### src/rtl/bin_to_bcd_seq.sv
// Sequential double-dabble converter: turns an unsigned binary word into packed BCD
// digits plus a leading-zero blanking mask, one input bit per clock.
module bin_to_bcd_seq #(
  parameter int WIDTH  = 16,
  parameter int DIGITS = 5
) (
  input  logic                  clk,
  input  logic                  reset,
  input  logic                  start,
  input  logic [WIDTH-1:0]      bin_in,
  output logic                  busy,
  output logic                  done,
  output logic [4*DIGITS-1:0]   bcd_out,
  output logic [DIGITS-1:0]     digit_en
);

  localparam int CNT_W = $clog2(WIDTH + 1);
  localparam int CAT_W = 4*DIGITS + WIDTH;

  typedef enum logic [0:0] {S_IDLE, S_SHIFT} state_t;

  state_t                r_state;
  state_t                w_state_nxt;
  logic [4*DIGITS-1:0]   r_scratch;
  logic [WIDTH-1:0]      r_shift;
  logic [CNT_W-1:0]      r_cnt;
  logic                  r_done;
  logic [4*DIGITS-1:0]   r_bcd;
  logic [DIGITS-1:0]     r_digit_en;

  logic [4*DIGITS-1:0]   w_adj;
  logic [CAT_W-1:0]      w_cat;
  logic [4*DIGITS-1:0]   w_scratch_nxt;
  logic [WIDTH-1:0]      w_shift_nxt;
  logic                  w_last;
  logic                  w_accept;
  logic                  w_finish;

  // Each nibble >= 5 gets +3 independently; no carry crosses a digit boundary.
  function automatic logic [4*DIGITS-1:0] add3_digits(input logic [4*DIGITS-1:0] s);
    logic [4*DIGITS-1:0] r;
    r = s;
    for (int i = 0; i < DIGITS; i++) begin
      if (s[4*i +: 4] >= 4'd5)
        r[4*i +: 4] = s[4*i +: 4] + 4'd3;
    end
    return r;
  endfunction

  // Bit i set when digit i or any higher digit is non-zero; ones digit always shown.
  function automatic logic [DIGITS-1:0] blank_mask(input logic [4*DIGITS-1:0] b);
    logic [DIGITS-1:0] m;
    logic              seen;
    m    = '0;
    seen = 1'b0;
    for (int i = DIGITS-1; i >= 0; i--) begin
      seen = seen | (b[4*i +: 4] != 4'd0);
      m[i] = seen;
    end
    m[0] = 1'b1;
    return m;
  endfunction

  assign w_adj         = add3_digits(r_scratch);
  assign w_cat         = {w_adj, r_shift} << 1;
  assign w_scratch_nxt = w_cat[CAT_W-1:WIDTH];
  assign w_shift_nxt   = w_cat[WIDTH-1:0];
  assign w_last        = (r_cnt == CNT_W'(WIDTH - 1));
  assign w_accept      = (r_state == S_IDLE) && start;
  assign w_finish      = (r_state == S_SHIFT) && w_last;

  always_ff @(posedge clk) begin
    if (reset) r_state <= S_IDLE;
    else       r_state <= w_state_nxt;
  end

  always_comb begin
    w_state_nxt = r_state;
    case (r_state)
      S_IDLE:  if (start)  w_state_nxt = S_SHIFT;
      S_SHIFT: if (w_last) w_state_nxt = S_IDLE;
      default: w_state_nxt = S_IDLE;
    endcase
  end

  always_ff @(posedge clk) begin
    if (reset) begin
      r_scratch  <= '0;
      r_shift    <= '0;
      r_cnt      <= '0;
      r_done     <= 1'b0;
      r_bcd      <= '0;
      r_digit_en <= DIGITS'(1);
    end else begin
      r_done <= w_finish;
      if (w_accept) begin
        r_shift   <= bin_in;
        r_scratch <= '0;
        r_cnt     <= '0;
      end else if (r_state == S_SHIFT) begin
        r_scratch <= w_scratch_nxt;
        r_shift   <= w_shift_nxt;
        r_cnt     <= r_cnt + CNT_W'(1);
      end
      // Outputs only move on completion so the display can read them at any time.
      if (w_finish) begin
        r_bcd      <= w_scratch_nxt;
        r_digit_en <= blank_mask(w_scratch_nxt);
      end
    end
  end

  assign busy     = (r_state == S_SHIFT);
  assign done     = r_done;
  assign bcd_out  = r_bcd;
  assign digit_en = r_digit_en;

endmodule

### config.mk
export PLATFORM = sky130hd
export DESIGN_NAME = bin_to_bcd_seq
export DESIGN_NICKNAME = d
export VERILOG_FILES = /design/src/rtl/bin_to_bcd_seq.sv
export SDC_FILE = /design/constraint.sdc
export NUM_CORES = 1
export LEC_CHECK = 0
export ABC_AREA = 1
export CAP_MARGIN = 40
export CELL_PAD_IN_SITES_DETAIL_PLACEMENT = 0
export CELL_PAD_IN_SITES_GLOBAL_PLACEMENT = 1
export CORE_ASPECT_RATIO = 0.5
export CORE_MARGIN = 1.5
export CORE_UTILIZATION = 39
export CTS_CLUSTER_DIAMETER = 40
export DETAILED_ROUTE_END_ITERATION = 10
export PLACE_DENSITY_LB_ADDON = 0.12
export SLEW_MARGIN = 10
export SYNTH_ARGS = -nofsm -noshare
export SYNTH_HDL_FRONTEND = slang
export SYNTH_SLANG_ARGS = --single-unit
### constraint.sdc
create_clock -name clk -period 2.2 [get_ports clk]
set_input_delay 0.66 -clock clk [delete_from_list [all_inputs] [get_ports clk]]
set_output_delay 0.66 -clock clk [all_outputs]
set_load 0.02 [all_outputs]
==> out/metrics.yaml, run 1 <==
yosys:
  yosys_warnings: 0
  yosys.area_share.adder_pct: 4.66
  synth_compound_area_share_pct: 14.9
  synth_seq_cells: 67
  synth_top_family_by_area: "simple AND/OR/NAND/NOR gates"
  synth_cell_type_count: 34
  synthMuxAreaShare_pct: 0
  yosysSeqAreaShare_pct: 41.6
  synthSimpleGateAreaFrac_pct: 26.7
  synth.avg_cell_area_um2: 7.46
  syn_nets: 463
  syn_inst: 432
  synthesis.area_um2: 3220
  synth_xor_area_share_pct: 0.544
cts:
  cts_sinks: 67
  cts_htree_levels: 3
  cts_buffers: 9
  clk_pin_slew_ps: 50
  clk_path_buf_depth: 2
  cts_tree: "done"
  postCtsSetupRepairBufs: 0
  cts_hold_buf: 0
  cts_resized: 0
  cts_root_buffer: "clkbuf_16"
  clk-insertion-delay-late_ps: 320
grt:
  busiest_layer: "met2"
  grt_pass1_vias: 2746
  antenna_found_initial: 0
  gr-usage-all-layers_pct: 17.7
  met3_usage_pct: 5.78
  grtUsageMet2_pct: 31.1
  grt_overflow_total: 0
  grt_pass1_wl_mm: 12.3
  grt_max_degree: 49
  use_met1_pct: 20.6
floorplanning:
  initial_utilization_pct: 40.3
  rows: 23
  fp.dieH_um: 67.3
  core_area_um2: 8000
  io-pin-count: 46
  die_w_um: 132
  die_area_um2: 8850
detailed_routing:
  ant_nets: 0
  drtIter0Drc: 76
  vias: 2814
  routedWlPerCell_um: 12.2
  drt_first_pass_iters: 4
  drc_errors: 0
  routed_wirelength_mm: 7.27
  avgViaCountPerCell: 4.73
setup_path:
  crit_path_end: "busy"
  crit_family: "buffers and inverters"
  r2r-start: "r_cnt[1]"
  cp_max_fo: 2
  worstReg2RegEnd: "bcd_out[6]"
  worstSetupPathType: "flop to output port"
  crit_path_cell_trace: "clkdlybuf4s50_1"
  crit_slowest_cell: "clkdlybuf4s50_1"
  cp-end-kind: "output port"
  critPathLaunchType: "flop"
  max_stage_delay_ps: 620
  crit_cells: 1
  cp_num_buf_inv: 1
  crit_arrival_ps: 1300
  reg2regPathDepth: 9
  crit_start: "busy"
  cp_data_required_time_ps: 1540
  r2r_slack_ps: 370
final_layout:
  syn2layout_area_growth_pct: 26.0
  nets: 510
  drive_gt1_share_pct: 12.8
  postLayoutCoreUtil_pct: 50.7
  filler_cell_count: 799
  fin_area_um2: 4060
  diodes: 0
sta:
  relSlewSlack_pct: 65.6
  rsz0062_at_grt: "no"
  period_share_pct: 89.2
  slew_viol_final: 0
  tightestPinTransition_ps: 515
  timing.fmax_mhz: 510
  tns_ps: 0
  skew_ps: 3.46
  finalHoldViolCount: 0
  setup_violations: 0
  fin_crit_ps: 1960
power:
  p_per_area_nw_per_um2: 733
  leakage_nw: 1.86
  ir_drop_mv: 0.462
  finalPower_w: 0.00297
placed_design:
  gp_congestion: 0.829
  io_buffers: 44
  place_area_um2: 3780
  hpwlAfterDp_mm: 5.16
hold_path:
  hold_path_class: "flop to flop"
status:
  status: "finished clean"
run:
  maxCapViolCount: 0
## flip-flops by register name, indices dropped and copies added (netlist names)
name and count:
done 1, r_shift 16, digit_en 4, r_scratch 20, r_cnt 5, busy 1
bcd_out 20
## Yosys cell counts (all sizes together)
cell type    n  area, um2
a211oi       1       7.51
conb         1       3.75
nand3       16        110
a21oi       13       68.8
clkinv       1       3.75
o21a         2       15.0
o21ai       36        188
and2         2       12.5
nor3         7       35.0
nand4        6       37.5
nand2      125        507
or2          1       6.26
a22o         4       35.0
inv         72        270
o21bai       1       7.51
ha          12        150
dfxtp       67       1340
o211ai      16        120
xor2         2       17.5
clkbuf       1       3.75
nor2        28        153
buf         13       90.1
o221ai       3       26.3
a31oi        2       12.5
## layout by cell type (no fill, tap or decap), types with 3 or more instances in the layout
cell / Yosys / routed
buf_4: 5 / 4
nand2_1: 110 / 110
nand4_1: 6 / 6
nor2_1: 19 / 19
o21ai_1: 15 / 15
a21oi_1: 12 / 12
ha_1: 12 / 12
o221ai_1: 3 / 3
nand3_1: 10 / 10
dfxtp_1: 67 / 67
a22o_1: 4 / 4
nand3_2: 6 / 6
inv_2: 9 / 9
inv_1: 63 / 63
clkbuf_16: 0 / 9
clkbuf_8: 0 / 3
nor2_2: 4 / 4
nor3_1: 7 / 7
nand2_2: 15 / 15
o21ai_0: 19 / 19
clkdlybuf4s50_1: 0 / 44
nor2_4: 5 / 5
o211ai_1: 16 / 16
## layout make-up
cell class                      count  area, um2  area share (%)
Clock inverter                      2       10.0           0.247
Inverter                           73        274            6.75
Sequential cell                    67       1340            33.0
Clock buffer                       13        270            6.66
Timing Repair Buffer               50        510            12.6
Multi-Input combinational cell    278       1510            37.3
Tap cell                          112        140            3.45
## kinds of logic after synthesis
group,count (synthesis)
DFF,67
buffers and inverters,87
xor gates and xnor gates,2
adders and majority gates,12
and+or+nand+nor,185
other,1
AOI/OAI and AO/OA,78
## metal layers
metal | vias up | routed length, um
li1 | 1469 | -
met1 | 1283 | 3540
met2 | 52 | 3320
met3 | 10 | 332
met4 | 0 | 85
met5 | - | 0
## metrics by stage
step	instances	hold WS, ps	worst slack (ps)
2_1_floorplan	432	438	637
3_3_place_gp	580	444	187
3_5_place_dp	580	449	146
4_1_cts	595	457	222
5_1_grt	595	479	193
6_report	595	455	238
## report_power, final
part | switching (W) | internal (W)
registers | 0.0000295 | 0.00126
clock network | 0.000490 | 0.000844
logic | 0.000219 | 0.000137
## worst min path at each step
| stage | startpoint | end | slack, ps | cells after the start |
|---|---|---|---|---|
| 3_3_place_gp | digit_en[4] | digit_en[4] | 440 | 2 |
| 4_1_cts | bcd_out[9] | bcd_out[9] | 460 | 2 |
| 3_5_place_dp | bcd_out[9] | bcd_out[9] | 450 | 2 |
| 5_1_grt | bcd_out[10] | bcd_out[10] | 480 | 2 |
| 2_1_floorplan | r_shift[0] | r_shift[0] | 440 | 2 |
| 6_report | bcd_out[9] | bcd_out[9] | 450 | 2 |
Power figures use the tool's default switching activity.
==> run 2: changes to the inputs <==
--- a/config.mk
+++ b/config.mk
@@ -9,7 +9,6 @@
 export CAP_MARGIN = 40
 export CELL_PAD_IN_SITES_DETAIL_PLACEMENT = 0
 export CELL_PAD_IN_SITES_GLOBAL_PLACEMENT = 1
-export CORE_ASPECT_RATIO = 0.5
 export CORE_MARGIN = 1.5
 export CORE_UTILIZATION = 39
 export CTS_CLUSTER_DIAMETER = 40
==> run 2 against run 1 <==
Against the previous run:
- fmax down 3.6%
- critical endpoint unchanged
- core utilization down 0.34 points
- via count down 2.1%
- setup slack worse by 74 ps
- critical path depth unchanged
- global-route usage about the same
- design area down 2.6%
- register-to-register slack better by 30 ps
- worst hold slack better by 1.4 ps
- highest routed layer unchanged
- routed wire length down 4.3%
- clock power down 32%
- final cell count down 1.2%
==> out/metrics.yaml, run 2 (same netlist as run 1, synthesis figures left out) <==
final_layout:
  drive_gt1_share_pct: 13.4
  final_common_cell: "nand2_1"
  nets: 512
  final_cell_mix: "110 x nand2_1, 67 x dfxtp_1, 63 x inv_1, 44 x clkdlybuf4s50_1, 19 x o21ai_0"
  diodes: 0
  filler_cell_count: 768
  syn2layout_area_growth_pct: 22.8
cts:
  clk-insertion-delay-late_ps: 340
  cts_tree: "done"
  cts_sinks: 67
  clk_path_buf_depth: 2
  cts_buffers: 9
  clk_pin_slew_ps: 70
  cts_root_buffer: "clkbuf_8"
  cts_htree_levels: 3
  cts_hold_buf: 0
grt:
  antenna_found_initial: 0
  grt_pass1_vias: 2634
  gr-usage-all-layers_pct: 17.8
  grt_max_degree: 29
  grt_overflow_total: 0
  grt_pass1_wl_mm: 12.2
power:
  clkPwrFrac_pct: 35.6
  power_frac_seq_pct: 50.6
  p_switching_w: 0.000702
  combPwrFrac_pct: 13.8
  p_per_area_nw_per_um2: 640
  power.internal_w: 0.00183
  leakage_nw: 1.82
  ir_drop_mv: 0.336
  swShare_pct: 27.7
setup_path:
  cp_num_buf_inv: 1
  worstReg2RegEnd: "bcd_out[16]"
  reg2regPathDepth: 10
  crit_path_end: "busy"
  crit_slowest_cell: "clkdlybuf4s50_1"
  r2r-start: "r_cnt[0]"
  critPathLaunchType: "flop"
  cp-end-kind: "output port"
  crit_cells: 1
  crit_path_cell_trace: "clkdlybuf4s50_1"
  cp_max_fo: 4
  max_stage_delay_ps: 630
  cp_data_required_time_ps: 1540
  crit_family: "buffers and inverters"
  worstSetupPathType: "flop to output port"
  crit_arrival_ps: 1380
  r2r_slack_ps: 400
  crit_start: "busy"
floorplanning:
  initial_utilization_pct: 41.1
  fp.dieH_um: 93.9
  io-pin-count: 46
  die_area_um2: 8820
  core_area_um2: 7850
  die_w_um: 93.9
  rows: 32
sta:
  tns_ps: 0
  fin_crit_ps: 2040
  relSlewSlack_pct: 65.5
  timing.hold.ws_ps: 456
  skew_ps: 12.4
  timing.fmax_mhz: 491
  rsz0062_at_grt: "no"
  setup_violations: 0
  finalHoldViolCount: 0
  tightestPinTransition_ps: 516
  period_share_pct: 92.6
  slew_viol_final: 0
detailed_routing:
  drc_errors: 0
  vias: 2755
  drtIter0Drc: 84
  avgViaCountPerCell: 4.69
  routedWlPerCell_um: 11.8
  routed_wirelength_mm: 6.96
  drt_first_pass_iters: 4
  ant_nets: 0
placed_design:
  gp_congestion: 0.773
  io_buffers: 44
  hpwlAfterDp_mm: 5.10
status:
  status: "finished clean"
hold_path:
  hold_path_class: "flop to flop"
  min_from: "bcd_out[0]"
run:
  maxCapViolCount: 0
==> run 2: cell types whose count changed in the layout (fill, tap and decap cells not counted), sizes merged <==
cell and delta:
buf +2, clkbuf -1, clkinv +1, clkinvlp +1
==> run 2: layout make-up <==
class / count / area, um2 / share of cell area, %
Clock buffer: 12 / 145 / 3.67
Inverter: 73 / 274 / 6.93
Sequential cell: 67 / 1340 / 33.9
Timing Repair Buffer: 52 / 526 / 13.3
Multi-Input combinational cell: 278 / 1520 / 38.3
Tap cell: 102 / 128 / 3.23
Clock inverter: 4 / 26.3 / 0.664
==> run 2: through the flow <==
| stage | util (%) | setup WS (ps) | cells | total power (W) | instance area [um2] |
|---|---|---|---|---|---|
| 2_1_floorplan | - | 637 | 432 | 0.00155 | 3220 |
| 3_3_place_gp | 48.2 | 24.3 | 572 | 0.00166 | 3780 |
| 3_5_place_dp | 48.2 | 26.6 | 572 | 0.00166 | 3780 |
| 4_1_cts | 50.4 | 112 | 588 | 0.00256 | 3950 |
| 5_1_grt | 50.4 | 97.3 | 588 | 0.00268 | 3960 |
| 6_report | 50.4 | 164 | 588 | 0.00253 | 3960 |
==> run 2: per-layer routing <==
layer | up-vias | global-route usage [%] | routed length [um]
met5 | - | 0 | 0
met4 | 0 | 4.48 | 53
met3 | 5 | 5.18 | 246
met2 | 47 | 27.4 | 3060
met1 | 1230 | 24.2 | 3600
li1 | 1473 | - | -
==> run 2: power by group through the flow <==
stage	Combinational, W	Sequential (W)	Clock, W
6_report	0.000349	0.00128	0.000900
3_3_place_gp	0.000347	0.00131	0
2_1_floorplan	0.000249	0.00131	0
4_1_cts	0.000351	0.00128	0.000927
3_5_place_dp	0.000350	0.00131	0
5_1_grt	0.000400	0.00129	0.000989
==> run 2: how the worst min path moves through the flow <==
stage                            end  slack [ps]  depth (start not counted)
after floorplan           r_shift[0]         440                          2
after global routing      bcd_out[0]         470                          2
after global placement    bcd_out[0]         430                          2
after detailed placement  bcd_out[0]         440                          2
after CTS                 bcd_out[0]         450                          2
final                     bcd_out[0]         460                          2
==> run 2: repair_timing <==
item                                    in CTS  in global routing
resized for setup                            0                  1
endpoints found under the setup margin       0                 11
setup buffers                                0                  0
